**src/rtl/somador_serial_ctrl.sv**
```systemverilog
// Bit-serial adder controller: captures two WIDTH-bit operands on a start key press and
// adds them LSB first through one shared full-adder cell, latching {carry, sum} on LEDG.
module somador_serial_ctrl #(
  parameter int WIDTH = 5
) (
  input  logic               CLOCK_50,
  input  logic               RESET,
  input  logic [2*WIDTH-1:0] SW,
  input  logic [1:0]         KEY,
  output logic [WIDTH:0]     LEDG,
  output logic [1:0]         LEDR
);

  localparam int CW = (WIDTH > 1) ? $clog2(WIDTH) : 1;

  typedef enum logic [1:0] {
    IDLE = 2'd0,
    LOAD = 2'd1,
    ADD  = 2'd2,
    DONE = 2'd3
  } state_t;

  // Returns {carry_out, sum} for one full-adder step.
  function automatic logic [1:0] full_add(input logic a, input logic b, input logic c);
    logic s;
    logic co;
    s  = a ^ b ^ c;
    co = (a & b) | ((a ^ b) & c);
    return {co, s};
  endfunction

  state_t            state_r;
  logic [1:0]        key_sync1_r;
  logic [1:0]        key_sync2_r;
  logic [1:0]        key_prev_r;
  logic [WIDTH-1:0]  a_r;
  logic [WIDTH-1:0]  b_r;
  logic [WIDTH-1:0]  sum_r;
  logic              carry_r;
  logic [CW-1:0]     cnt_r;
  logic [WIDTH:0]    ledg_r;
  logic              busy_r;
  logic              done_r;
  logic [1:0]        press_s;
  logic [1:0]        fa_s;
  logic              start_s;
  logic              clear_s;

  assign press_s = key_prev_r & ~key_sync2_r;
  assign start_s = press_s[0];
  assign clear_s = press_s[1];
  assign fa_s    = full_add(a_r[0], b_r[0], carry_r);

  // Key synchronisers and edge detector; released (1) is the idle level.
  always_ff @(posedge CLOCK_50 or posedge RESET) begin
    if (RESET) begin
      key_sync1_r <= 2'b11;
      key_sync2_r <= 2'b11;
      key_prev_r  <= 2'b11;
    end else begin
      key_sync1_r <= KEY;
      key_sync2_r <= key_sync1_r;
      key_prev_r  <= key_sync2_r;
    end
  end

  // Sequencer: clear outranks start and aborts any operation in flight.
  always_ff @(posedge CLOCK_50 or posedge RESET) begin
    if (RESET) begin
      state_r <= IDLE;
      a_r     <= {WIDTH{1'b0}};
      b_r     <= {WIDTH{1'b0}};
      sum_r   <= {WIDTH{1'b0}};
      carry_r <= 1'b0;
      cnt_r   <= {CW{1'b0}};
      ledg_r  <= {(WIDTH+1){1'b0}};
      busy_r  <= 1'b0;
      done_r  <= 1'b0;
    end else if (clear_s) begin
      state_r <= IDLE;
      ledg_r  <= {(WIDTH+1){1'b0}};
      busy_r  <= 1'b0;
      done_r  <= 1'b0;
    end else begin
      case (state_r)
        IDLE: begin
          if (start_s) begin
            a_r     <= SW[WIDTH-1:0];
            b_r     <= SW[2*WIDTH-1:WIDTH];
            sum_r   <= {WIDTH{1'b0}};
            carry_r <= 1'b0;
            cnt_r   <= {CW{1'b0}};
            busy_r  <= 1'b1;
            done_r  <= 1'b0;
            state_r <= LOAD;
          end else begin
            state_r <= IDLE;
          end
        end
        LOAD: begin
          state_r <= ADD;
        end
        ADD: begin
          sum_r   <= {fa_s[0], sum_r[WIDTH-1:1]};
          carry_r <= fa_s[1];
          a_r     <= {1'b0, a_r[WIDTH-1:1]};
          b_r     <= {1'b0, b_r[WIDTH-1:1]};
          cnt_r   <= cnt_r + {{(CW-1){1'b0}}, 1'b1};
          if (cnt_r == CW'(WIDTH-1)) begin
            state_r <= DONE;
          end else begin
            state_r <= ADD;
          end
        end
        DONE: begin
          ledg_r  <= {carry_r, sum_r};
          done_r  <= 1'b1;
          busy_r  <= 1'b0;
          state_r <= IDLE;
        end
        default: begin
          busy_r  <= 1'b0;
          state_r <= IDLE;
        end
      endcase
    end
  end

  assign LEDG = ledg_r;
  assign LEDR = {done_r, busy_r};

endmodule

```
**config.mk**
```make
export PLATFORM = sky130hd
export DESIGN_NAME = somador_serial_ctrl
export DESIGN_NICKNAME = d
export VERILOG_FILES = /design/src/rtl/somador_serial_ctrl.sv
export SDC_FILE = /design/constraint.sdc
export NUM_CORES = 1
export LEC_CHECK = 0
export ABC_AREA = 1
export CELL_PAD_IN_SITES_DETAIL_PLACEMENT = 0
export CELL_PAD_IN_SITES_GLOBAL_PLACEMENT = 2
export CORE_MARGIN = 2
export CORE_UTILIZATION = 30
export DETAILED_ROUTE_END_ITERATION = 10
export PLACE_DENSITY_LB_ADDON = 0.12
export SYNTH_ARGS = -nofsm -noshare
export SYNTH_HDL_FRONTEND = slang
export SYNTH_SLANG_ARGS = --single-unit
```
**constraint.sdc**
```tcl
create_clock -name CLOCK_50 -period 2.45 [get_ports CLOCK_50]
set_input_delay 0.3675 -clock CLOCK_50 [delete_from_list [all_inputs] [get_ports CLOCK_50]]
set_output_delay 0.3675 -clock CLOCK_50 [all_outputs]
set_load 0.03 [all_outputs]
```
After elaboration in Yosys (flattened, before gate mapping)
Cells that the tools add are included.
{ "word_totals": {"ff_bits": 35, "inputBits": 14, "wordCells": 54, "output_inout_bits": 8} }
{ "classes": {"bitwise": 8, "reduce_logical": 6, "eq_ne": 6, "n_mux": 21, "n_addsub": 1} }
{ "ops": {"columns": ["op", "count"], "rows": [
  ["$pmux 5 s2", 3],
  ["$mux 5", 3],
  ["$mux 6", 2],
  ["$pmux 2 s4", 1],
  ["$mux 1", 6],
  ["$pmux 1 s2", 3],
  ["$pmux 3 s2", 1],
  ["$eq 2x2->1 const B", 2],
  ["$reduce_bool 2->1", 2],
  ["$add 3x1->3 const B", 1],
  ["$eq 3x3->1 const B", 1],
  ["$mux 3", 1],
  ["$ne 3x3->1 const B", 1],
  ["$reduce_and 3->1", 1],
  ["$reduce_bool 3->1", 1],
  ["$and 1x1->1", 2],
  ["$and 2x2->2", 1],
  ["$eq 2x1->1 const B", 1],
  ["$logic_not 2->1", 1],
  ["$mux 2", 1],
  ["$ne 2x2->1 const B", 1],
  ["$not 2->2", 1],
  ["$reduce_and 2->1", 1],
  ["$xor 1x1->1", 2],
  ["other kinds (2)", 2]
]} }

Depth between registers and ports, before layout
Gate-level depths: netlist of run 1.
{ "logic_depth": {"word_depth": 5, "ltp_mapped": 11, "ltp_nobuf": 9} }

Worst setup path before layout of run 1
OpenSTA, ideal clock, no wires.
{ "synth_timing": {"path_kind": "reg-to-reg", "startpoint": "register state_r[0]", "endpoint": "register cnt_r[0]", "arrival_ns": 1.270, "stages_incl_launch_ff": 11, "path_slack_ns": 1.063, "period_less_slack_ns": 1.387, "path_buffers": 1, "path_cell_list": "dfrtp_1 inv_1 ha_1 inv_2 nand2_2 nand2_4 inv_8 nand2_8 buf_8 nand2_1 nand2_1"} }
{ "synth_between": {"elab_chain_len": 3, "elab_cells_between_ends": 6, "classes_between": "2 x eq/ne; 1 x mux; 3 x reduce/logical"} }
{ "synth_lines": {"columns": ["item", "line", "rtl"], "rows": [
  ["start, declared", "32", "state_t state_r;"],
  ["start signal, assigned", "70", "state_r <= IDLE;"],
  ["start signal, assigned", "80", "state_r <= IDLE;"],
  ["start signal, assigned", "95", "state_r <= LOAD;"],
  ["$eq 2x2->1 or $logic_not 2->1 (tied branches)", "85", "case (state_r)"],
  ["$reduce_bool 2->1 (no source line) or $ne 2x2->1 (tied branches)", null, null],
  ["$reduce_and 3->1 (no source line)", null, null],
  ["end signal, assigned", "75", "cnt_r <= {CW{1'b0}};"],
  ["end signal, assigned", "92", "cnt_r <= {CW{1'b0}};"],
  ["end signal, assigned", "108", "cnt_r <= cnt_r + {{(CW-1){1'b0}}, 1'b1};"],
  ["end, declared", "40", "logic [CW-1:0] cnt_r;"]
]} }
Several ways; a longest one is shown, not always the timed one.
A chain may end at the register's enable or synchronous reset.

Worst setup path in the final report of run 1
{ "layout_timing": {"startpoint": "register ledg_r[0], in the netlist LEDG[0]", "endpoint": "output port LEDG[0]"} }
{ "layout_lines": {"columns": ["item", "line", "rtl"], "rows": [
  ["start, declared", "41", "logic [WIDTH:0] ledg_r;"],
  ["start signal, assigned", "76", "ledg_r <= {(WIDTH+1){1'b0}};"],
  ["start signal, assigned", "81", "ledg_r <= {(WIDTH+1){1'b0}};"],
  ["start signal, assigned", "116", "ledg_r <= {carry_r, sum_r};"],
  ["end, declared", "10", "output logic [WIDTH:0] LEDG,"]
]} }
No word-level cell between the ends.

==> results by stage, run 1 <==
Timing:
- Setup repair after global routing left no endpoint under its margin.
- Timing would allow up to 0.589 GHz.
- The post-layout minimum cycle time is 1.70 ns.
- The total count of hold-check failures in the final report is 0.
- The final setup skew is 0.00295 ns.
- The final worst-path cycle share is 69.3%.
- In this run the tightest slew margin relative to its limit is 69.3%.
- The slew of the pin with the lowest slew margin is 0.461 ns.
- The final-report max-slew violation count is 0.
- The final hold slack is 0.362 ns.
- The sum of negative setup slack is 0 ns.
- The number of endpoints failing setup at the final stage is 0.
- The worst path setup slack after routing is 0.751 ns.

Setup path:
- STA classifies the critical path endpoint as a primary output.
- The cell with the largest stage delay on the worst path is sky130_fd_sc_hd__clkdlybuf4s50_1.
- For the worst flop-to-flop path, the logic depth is 9.
- Data on the critical path is required at its endpoint by 2.08 ns.
- The kind of start point of the critical path is a flip-flop.
- The signal arrival time at the worst endpoint is 1.33 ns.
- The instance count on the critical path is 1.
- The most critical setup path has its endpoint at LEDG[0].
- The maximum fanout encountered on the critical timing path is 2.
- Tracing the worst setup path back leads to its startpoint at LEDG[0].
- The critical path is of the flip-flop to primary output type.
- The reg-to-reg startpoint is state_r[0].
- Among cell families on the critical path, the largest total delay comes from buffers and inverters.
- In this design, the stage delay of the slowest critical-path cell is 0.68 ns.
- Together, buffers and inverters on the worst path number 1.
- The critical path goes through clkdlybuf4s50_1.
- The capture point of the worst reg-to-reg path is a_r[4].
- For flop-to-flop paths, the worst setup slack is 0.92 ns.

Clock network:
- The hold buffer count at cts is 0.
- Clock-pin slew was measured on the worst setup and hold paths at 0.07 ns.
- The deepest level of the CTS H-tree is 2.
- The clock sink total is 35.
- The clock passes through at most 2 buffers.
- The later-pin clock latency in the skew report is 0.29 ns.
- TritonCTS built the clock tree.
- Post-CTS repair changed the size of 0 cells.
- The number of buffers added by the clock tree synthesis step is 5.
- CTS placed an instance of sky130_fd_sc_hd__clkbuf_8 at the clock tree root.
- The number of buffers added for setup after CTS is 0.

Die:
- The initial utilization of the core area, before any placement, comes to 31.4%.
- The floorplan step defined a die boundary enclosing 0.00642 sq mm.
- The die width is 80.1 um.
- The die is 80.1 um tall.
- The core region is 0.00554 sq mm.
- The top-level I/O count is 22.
- The number of cell rows is 27.

Power:
- Dividing total power by cell area gives a power density of 1050 mW/mm^2.
- The analysis attributes to net switching a power of 0.861 mW.
- The internal cell power is 1.34 mW.
- The logic gate share of total power is 37.8%.
- The net switching fraction of the power is 39.2%.
- In this run, the clock network consumes 24.6% of the power.
- The static leakage power is 1.08 nW.
- The share of power burned in registers is 37.6%.
- The worst-case IR drop observed on VDD is 0.000430 V.

Final layout:
- The number of nets in the layout is 246.
- The number of diodes added for antenna fixing is 0.
- Relative to the synthesized area, the layout overhead comes to 20.7%.
- Measured on the finished design, the core utilization comes to 37.9%.
- The non-filler instance count after layout is 298.
- The share of post-route cells with drive strength above 1 is 12.4%.

Placement:
- The congestion estimate from routability-driven global placement came to 0.728.
- Including well taps, the total number of placed cells is 290.
- The HPWL after detailed placement is 2360 um.
- Input and output buffers added on the ports amount to 21.
- The worst slack after detailed placement is 0.907 ns.

Synth:
- The share of synthesized registers carrying an async set or reset is 100%.
- Counting instances in the post-synthesis netlist gives the leading cell types as 90 x sky130_fd_sc_hd__nand2_1, 29 x sky130_fd_sc_hd__dfrtp_1, 18 x sky130_fd_sc_hd__nand3_1.
- In this run, synthesis produced a sequential element count of 35.
- After synthesis, the mean cell area works out to 8.48 sq um.
- Summing every instance area after synthesis gives 0.00174 sq mm.
- The cell count after synthesis came out at 205.
- Counting distinct cell types in the post-synthesis netlist gives 23.
- Counting flops with a built-in enable in the synthesized netlist gives 0.
- When the netlist entered floorplanning its net count stood at 226.
- The cell taking the most area after synthesis is sky130_fd_sc_hd__dfrtp_1.
- The most common cell in the netlist is sky130_fd_sc_hd__nand2_1.
- The sequential area share after synthesis is 50.8%.
- In the post-synthesis netlist, the biggest area contributors are sky130_fd_sc_hd__dfrtp_1 42%, sky130_fd_sc_hd__nand2_1 19%, sky130_fd_sc_hd__dfstp_2 9.1%.
- Yosys printed 0 warnings.
- For this run, the leading register cell type out of synthesis is sky130_fd_sc_hd__dfrtp_1.
- The proportion of netlist area held by the largest area contributor is 41.7%.

Routing:
- The post-route DRC violation count is 0.
- The residual antenna-violating net count after detailed routing is 0.
- For this run, the detailed router's first-pass iteration total came to 4.
- Detailed routing inserted a total of 1,301 vias.
- The first-iteration detailed-routing DRC count is 44.
- The total wire length is 3500 um.
- Dividing the detail-routed wire length by the instance count gives 11.7 um.
- The via-per-instance ratio is 4.37.

Run status:
- The flow ran to the end, and the final reports show no timing, DRC or antenna violations.

GRT:
- The largest net degree at the start of global routing is 36.
- The remaining global-route overflow is 0.
- The initial antenna violation count was 0.
- The via count of the first global-routing pass is 1,312.
- The aggregate global-route resource usage is 12.4%.
- The first-pass GRT wire length is 6120 um.

Run:
- The count of maximum capacitance violations is 0.

Worst hold path:
- The worst hold path belongs to the class flip-flop to flip-flop.
kinds of logic (layout without fill, tap and decap cells):
group	count (synthesis)	in the layout	synth area share [%]
AOI/OAI and AO/OA	3	3	0.863
DFF	35	35	50.8
adders and majority gates	7	7	5.47
and+or+nand+nor	132	132	34.4
buffers and inverters	28	49	8.49
power groups by stage:
stage                     Combinational, mW  Clock [mW]  Sequential [mW]
after floorplan                       0.709           0            0.823
after global placement                0.836           0            0.837
after detailed placement              0.843           0            0.838
after CTS                             0.846       0.560            0.829
after global routing                  0.948       0.592            0.852
final                                 0.831       0.542            0.827
cell usage in the layout, fill, tap and decap left out, types with 5 or more instances in the layout:
| master | count |
|---|---|
| sky130_fd_sc_hd__nor2_1 | 6 |
| sky130_fd_sc_hd__inv_1 | 13 |
| sky130_fd_sc_hd__nand3_1 | 18 |
| sky130_fd_sc_hd__ha_1 | 6 |
| sky130_fd_sc_hd__nand3b_1 | 9 |
| sky130_fd_sc_hd__clkdlybuf4s50_1 | 21 |
| sky130_fd_sc_hd__dfrtp_1 | 29 |
| sky130_fd_sc_hd__nand2_1 | 90 |
| sky130_fd_sc_hd__dfstp_2 | 6 |
| sky130_fd_sc_hd__clkbuf_8 | 6 |
| sky130_fd_sc_hd__nand2_2 | 5 |
layout make-up:
cell class              count  area, sq um
clock buffers               6         82.6
repair buffers             23          225
inverters                  18         75.1
clock inverters             2         35.0
fillers                   571         3440
flip-flops and latches     35          883
multi-input cells         142          708
well taps                  72         90.1
worst min-delay path by stage:
stage | start | endpoint | slack [ns] | depth (start not counted)
floorplan | key_sync1_r[0] | key_sync2_r[0] | 0.35 | 0
global placement | key_sync1_r[0] | key_sync2_r[0] | 0.35 | 0
detailed placement | key_sync1_r[0] | key_sync2_r[0] | 0.35 | 0
CTS | key_sync1_r[0] | key_sync2_r[0] | 0.37 | 0
global route | key_sync1_r[0] | key_sync2_r[0] | 0.37 | 0
finish | key_sync1_r[0] | key_sync2_r[0] | 0.36 | 0
worst register-to-register path: stages (launching register included):
cell	delay, ns
sky130_fd_sc_hd__dfrtp_1	0.39
sky130_fd_sc_hd__inv_1	0.10
sky130_fd_sc_hd__ha_1	0.29
sky130_fd_sc_hd__inv_2	0.07
sky130_fd_sc_hd__nand2_2	0.09
sky130_fd_sc_hd__nand2_4	0.07
sky130_fd_sc_hd__inv_8	0.14
sky130_fd_sc_hd__nand2_8	0.13
sky130_fd_sc_hd__nand2_1	0.10
sky130_fd_sc_hd__nand2_1	0.05
per-layer routing:
| metal | wire length [um] | part of all wire [%] | vias to the layer above | GRT usage [%] |
|---|---|---|---|---|
| met4 | 34 | 0.97 | 0 | 4.07 |
| li1 | - | - | 667 | - |
| met5 | 0 | 0 | - | 0 |
| met2 | 1670 | 48 | 41 | 21.1 |
| met1 | 1580 | 45 | 589 | 14.4 |
| met3 | 218 | 6.2 | 4 | 4.49 |
registers in the layout, indices dropped and copies added, names as in the netlist:
signal and cells:
LEDG 6, a_r 5, b_r 5, sum_r 5, cnt_r 3, key_prev_r 2, key_sync1_r 2, key_sync2_r 2
state_r 2, busy_r 1, carry_r 1, done_r 1
stage by stage:
step,power [mW],instance area [sq um]
2_1_floorplan,1.53,1740
3_3_place_gp,1.67,1980
3_5_place_dp,1.68,1980
4_1_cts,2.23,2100
5_1_grt,2.39,2100
6_report,2.20,2100
No activity file was read; power rests on OpenSTA's default activity.
==> run 2, diff against run 1 <==
clock period = 1.6 ns   (was 2.45 ns; I/O delays follow)
==> results by stage, run 2 (synthesized netlist as in run 1, its figures left out) <==
GRT:
- The initial antenna violation count is 0 (unchanged).
- The aggregate global-route resource usage came to 12.3% (-0.13 points).
- The remaining global-route overflow is 0 (unchanged).
- The first-pass GRT wire length is 5980 um (-2.4%).
- The largest net degree at the start of global routing is 36 (unchanged).
- The via count of the first global-routing pass was 1,279 (-2.5%).

Timing:
- The slew of the pin with the lowest slew margin was 0.319 ns (-0.142 ns).
- Setup repair after global routing left no endpoint under its margin.
- The total count of hold-check failures in the final report is 0 (unchanged).
- The number of endpoints failing setup at the final stage came to 0 (unchanged).
- Derived from the worst setup path, the maximum achievable clock frequency is 0.647 GHz.
- The final-report max-slew violation count is 0 (unchanged).
- The post-layout minimum cycle time is 1.55 ns.
- The final setup skew is 0.00221 ns (-0.000737 ns).
- The sum of negative setup slack is 0 ns (unchanged).
- Dividing the final minimum period by the clock period gives 96.6%.
- The worst slew slack as a fraction of its limit is 78.7% (+9.4 points).

Die:
- The number of cell rows is 27 (unchanged).
- The die outline height is 80.1 um (unchanged).
- The top-level I/O count is 22 (unchanged).
- The core footprint is 0.00554 sq mm (unchanged).
- The total die area came to 0.00642 sq mm (unchanged).
- The initial cell density of the core was 31.4% (unchanged).
- The die width came to 80.1 um (unchanged).

Power:
- The net switching power was 1.35 mW (+56%).
- The net switching fraction of the power is 37.8% (-1.4 points).
- The static leakage power is 1.20 nW (+11%).
- The share of power burned in registers is 35.7% (-1.9 points).
- The internal cell power is 2.22 mW (+66%).
- The total power was 3.57 mW (+62%).
- The logic gate share of total power was 37.5% (-0.3 points).
- The peak ir drop on the vdd network is 0.000539 V (+25%).
- The part of the total power dissipated in the clock network came to 26.9% (+2.3 points).
- The power per unit of standard cell area was 1630 mW/mm^2 (+56%).

Clock network:
- The later-pin clock latency in the skew report is 0.29 ns (about the same).
- The number of buffers added by the clock tree synthesis step was 5 (unchanged).
- The number of buffers added for setup after CTS is 0 (unchanged).
- The cell chosen for the clock root is sky130_fd_sc_hd__clkbuf_8.
- The deepest level of the CTS H-tree is 2 (unchanged).
- The post-cts repair resize count came to 0 (unchanged).
- The maximum clock insertion buffer count is 2 (unchanged).
- The clock slew at the register clock pins of the worst setup and hold paths is 0.07 ns (about the same).
- The clock sink total was 35 (unchanged).
- The clock tree from TritonCTS is built.
- The hold buffer count at cts came to 0 (unchanged).

Placement:
- The global placer's final weighted congestion is 0.684 (-6.1%).
- The quantity of I/O buffers inserted on ports was 21 (unchanged).
- The detailed-placement wirelength estimate is 2460 um (+4.2%).

Final layout:
- In the layout the commonest cells are 90 x sky130_fd_sc_hd__nand2_1, 29 x sky130_fd_sc_hd__dfrtp_1, 18 x sky130_fd_sc_hd__nand3_1.
- The number of nets in the layout is 251 (+2.0%).
- The number of flip-flops in the largest register came to 6 (unchanged).
- The share of post-route cells with drive strength above 1 was 14.7% (+2.3 points).
- The number of diodes added for antenna fixing is 0 (unchanged).
- The leading cell type in the layout, fill and taps excluded is sky130_fd_sc_hd__nand2_1.
- The post-route core utilization is 39.4% (+1.5 points).
- The layout-stage area growth over the synthesis result is 25.5%.

Setup path:
- The category of the worst setup path capture point is a primary output.
- The data required time of the critical path is 1.36 ns (-0.72 ns).
- For this design, the slowest cell found on the critical path is sky130_fd_sc_hd__clkdlybuf4s50_1.
- The count of buffering cells on the critical path with inverters included is 1 (unchanged).
- Traced cell by cell, the critical path runs through clkdlybuf4s50_1.
- The kind of start point of the critical path is a flip-flop.
- The longest individual stage delay on the worst path is 0.67 ns (about the same).
- The maximum fanout encountered on the critical timing path came to 2 (unchanged).
- The setup slack on the worst flop-to-flop path came to 0.15 ns (-0.77 ns).
- The family with the most delay on the worst path is buffers and inverters.
- The path type of the worst setup path is flip-flop to primary output.
- The signal arrival time at the worst endpoint was 1.31 ns (-0.02 ns).

Routing:
- The first-iteration detailed-routing DRC count was 87 (+98%).
- The post-route DRC violation count came to 0 (unchanged).
- The detailed-route via count is 1,320 (+1.5%).
- The residual antenna-violating net count after detailed routing came to 0 (unchanged).
- The routed wire length per instance came to 11.7 um (-0.19%).
- The total wire length is 3550 um (+1.5%).
- The via-per-instance ratio came to 4.36 (-0.21%).
- The number of detailed-route iterations in the first pass is 4 (unchanged).

Run status:
- The flow ran to the end, and the final reports show no timing, DRC or antenna violations.

Run:
- The count of maximum capacitance violations was 0 (unchanged).

Worst hold path:
- The path class of the tightest hold or removal check is input pin to async pin.
-- run 2: changes by cell type in the layout (fill, tap and decap cells not counted), sizes merged --
cell,delta
buf,+5
bufinv,+1
clkbuf,-1
clkdlybuf4s50,-5
clkinv,-1
clkinvlp,+1
dlymetal6s2s,+5
-- run 2: worst paths after layout --
check	start	to	depth (start not counted)
min in group CLOCK_50	KEY[1]	key_sync1_r[1]	1
max	busy_r	LEDR[0]	1
min reg2reg	key_sync1_r[1]	key_sync2_r[1]	0
max reg2reg	state_r[0]	cnt_r[2]	9
min	RESET	a_r[2]	3
max in group asynchronous	RESET	key_sync2_r[0]	3
-- run 2: worst register-to-register path, delay by kind of cell, from the launching register on --
family | cells | cell delay, ns
adders and majority gates | 1 | 0.25
buffers and inverters | 3 | 0.27
and+or+nand+nor | 5 | 0.43
DFF | 1 | 0.39
-- run 2: final cells by class --
type                    instances  area (sq um)
repair buffers                 28           288
multi-input cells             142           711
inverters                      18          75.1
clock inverters                 3          67.6
clock buffers                   5          68.8
well taps                      72          90.1
flip-flops and latches         35           883
fillers                       573          3360
-- run 2: stage by stage --
stage          hold WS (ns)  setup slack, ns  cells  area [sq um]
2_1_floorplan         0.244            0.213    205          1740
3_3_place_gp          0.346            0.162    295          2030
3_5_place_dp          0.347            0.111    295          2030
4_1_cts               0.309           0.0262    303          2170
5_1_grt               0.330          0.00197    303          2180
6_report              0.298           0.0549    303          2180
-- run 2: per-layer routing --
metal	up-vias	share of wire [%]	wire length, um	track usage [%]
met4	0	2.2	79	5.25
met3	7	5.5	194	3.71
li1	676	-	-	-
met2	39	46	1620	18.9
met5	-	0	0	0
met1	598	47	1660	15.9
-- run 2: power by group through the flow --
stage | Combinational, mW | Clock (mW) | Sequential (mW)
after floorplan | 1.09 | 0 | 1.26
after global placement | 1.33 | 0 | 1.28
after detailed placement | 1.35 | 0 | 1.29
after CTS | 1.35 | 0.983 | 1.27
after global routing | 1.53 | 1.04 | 1.31
final | 1.34 | 0.958 | 1.27
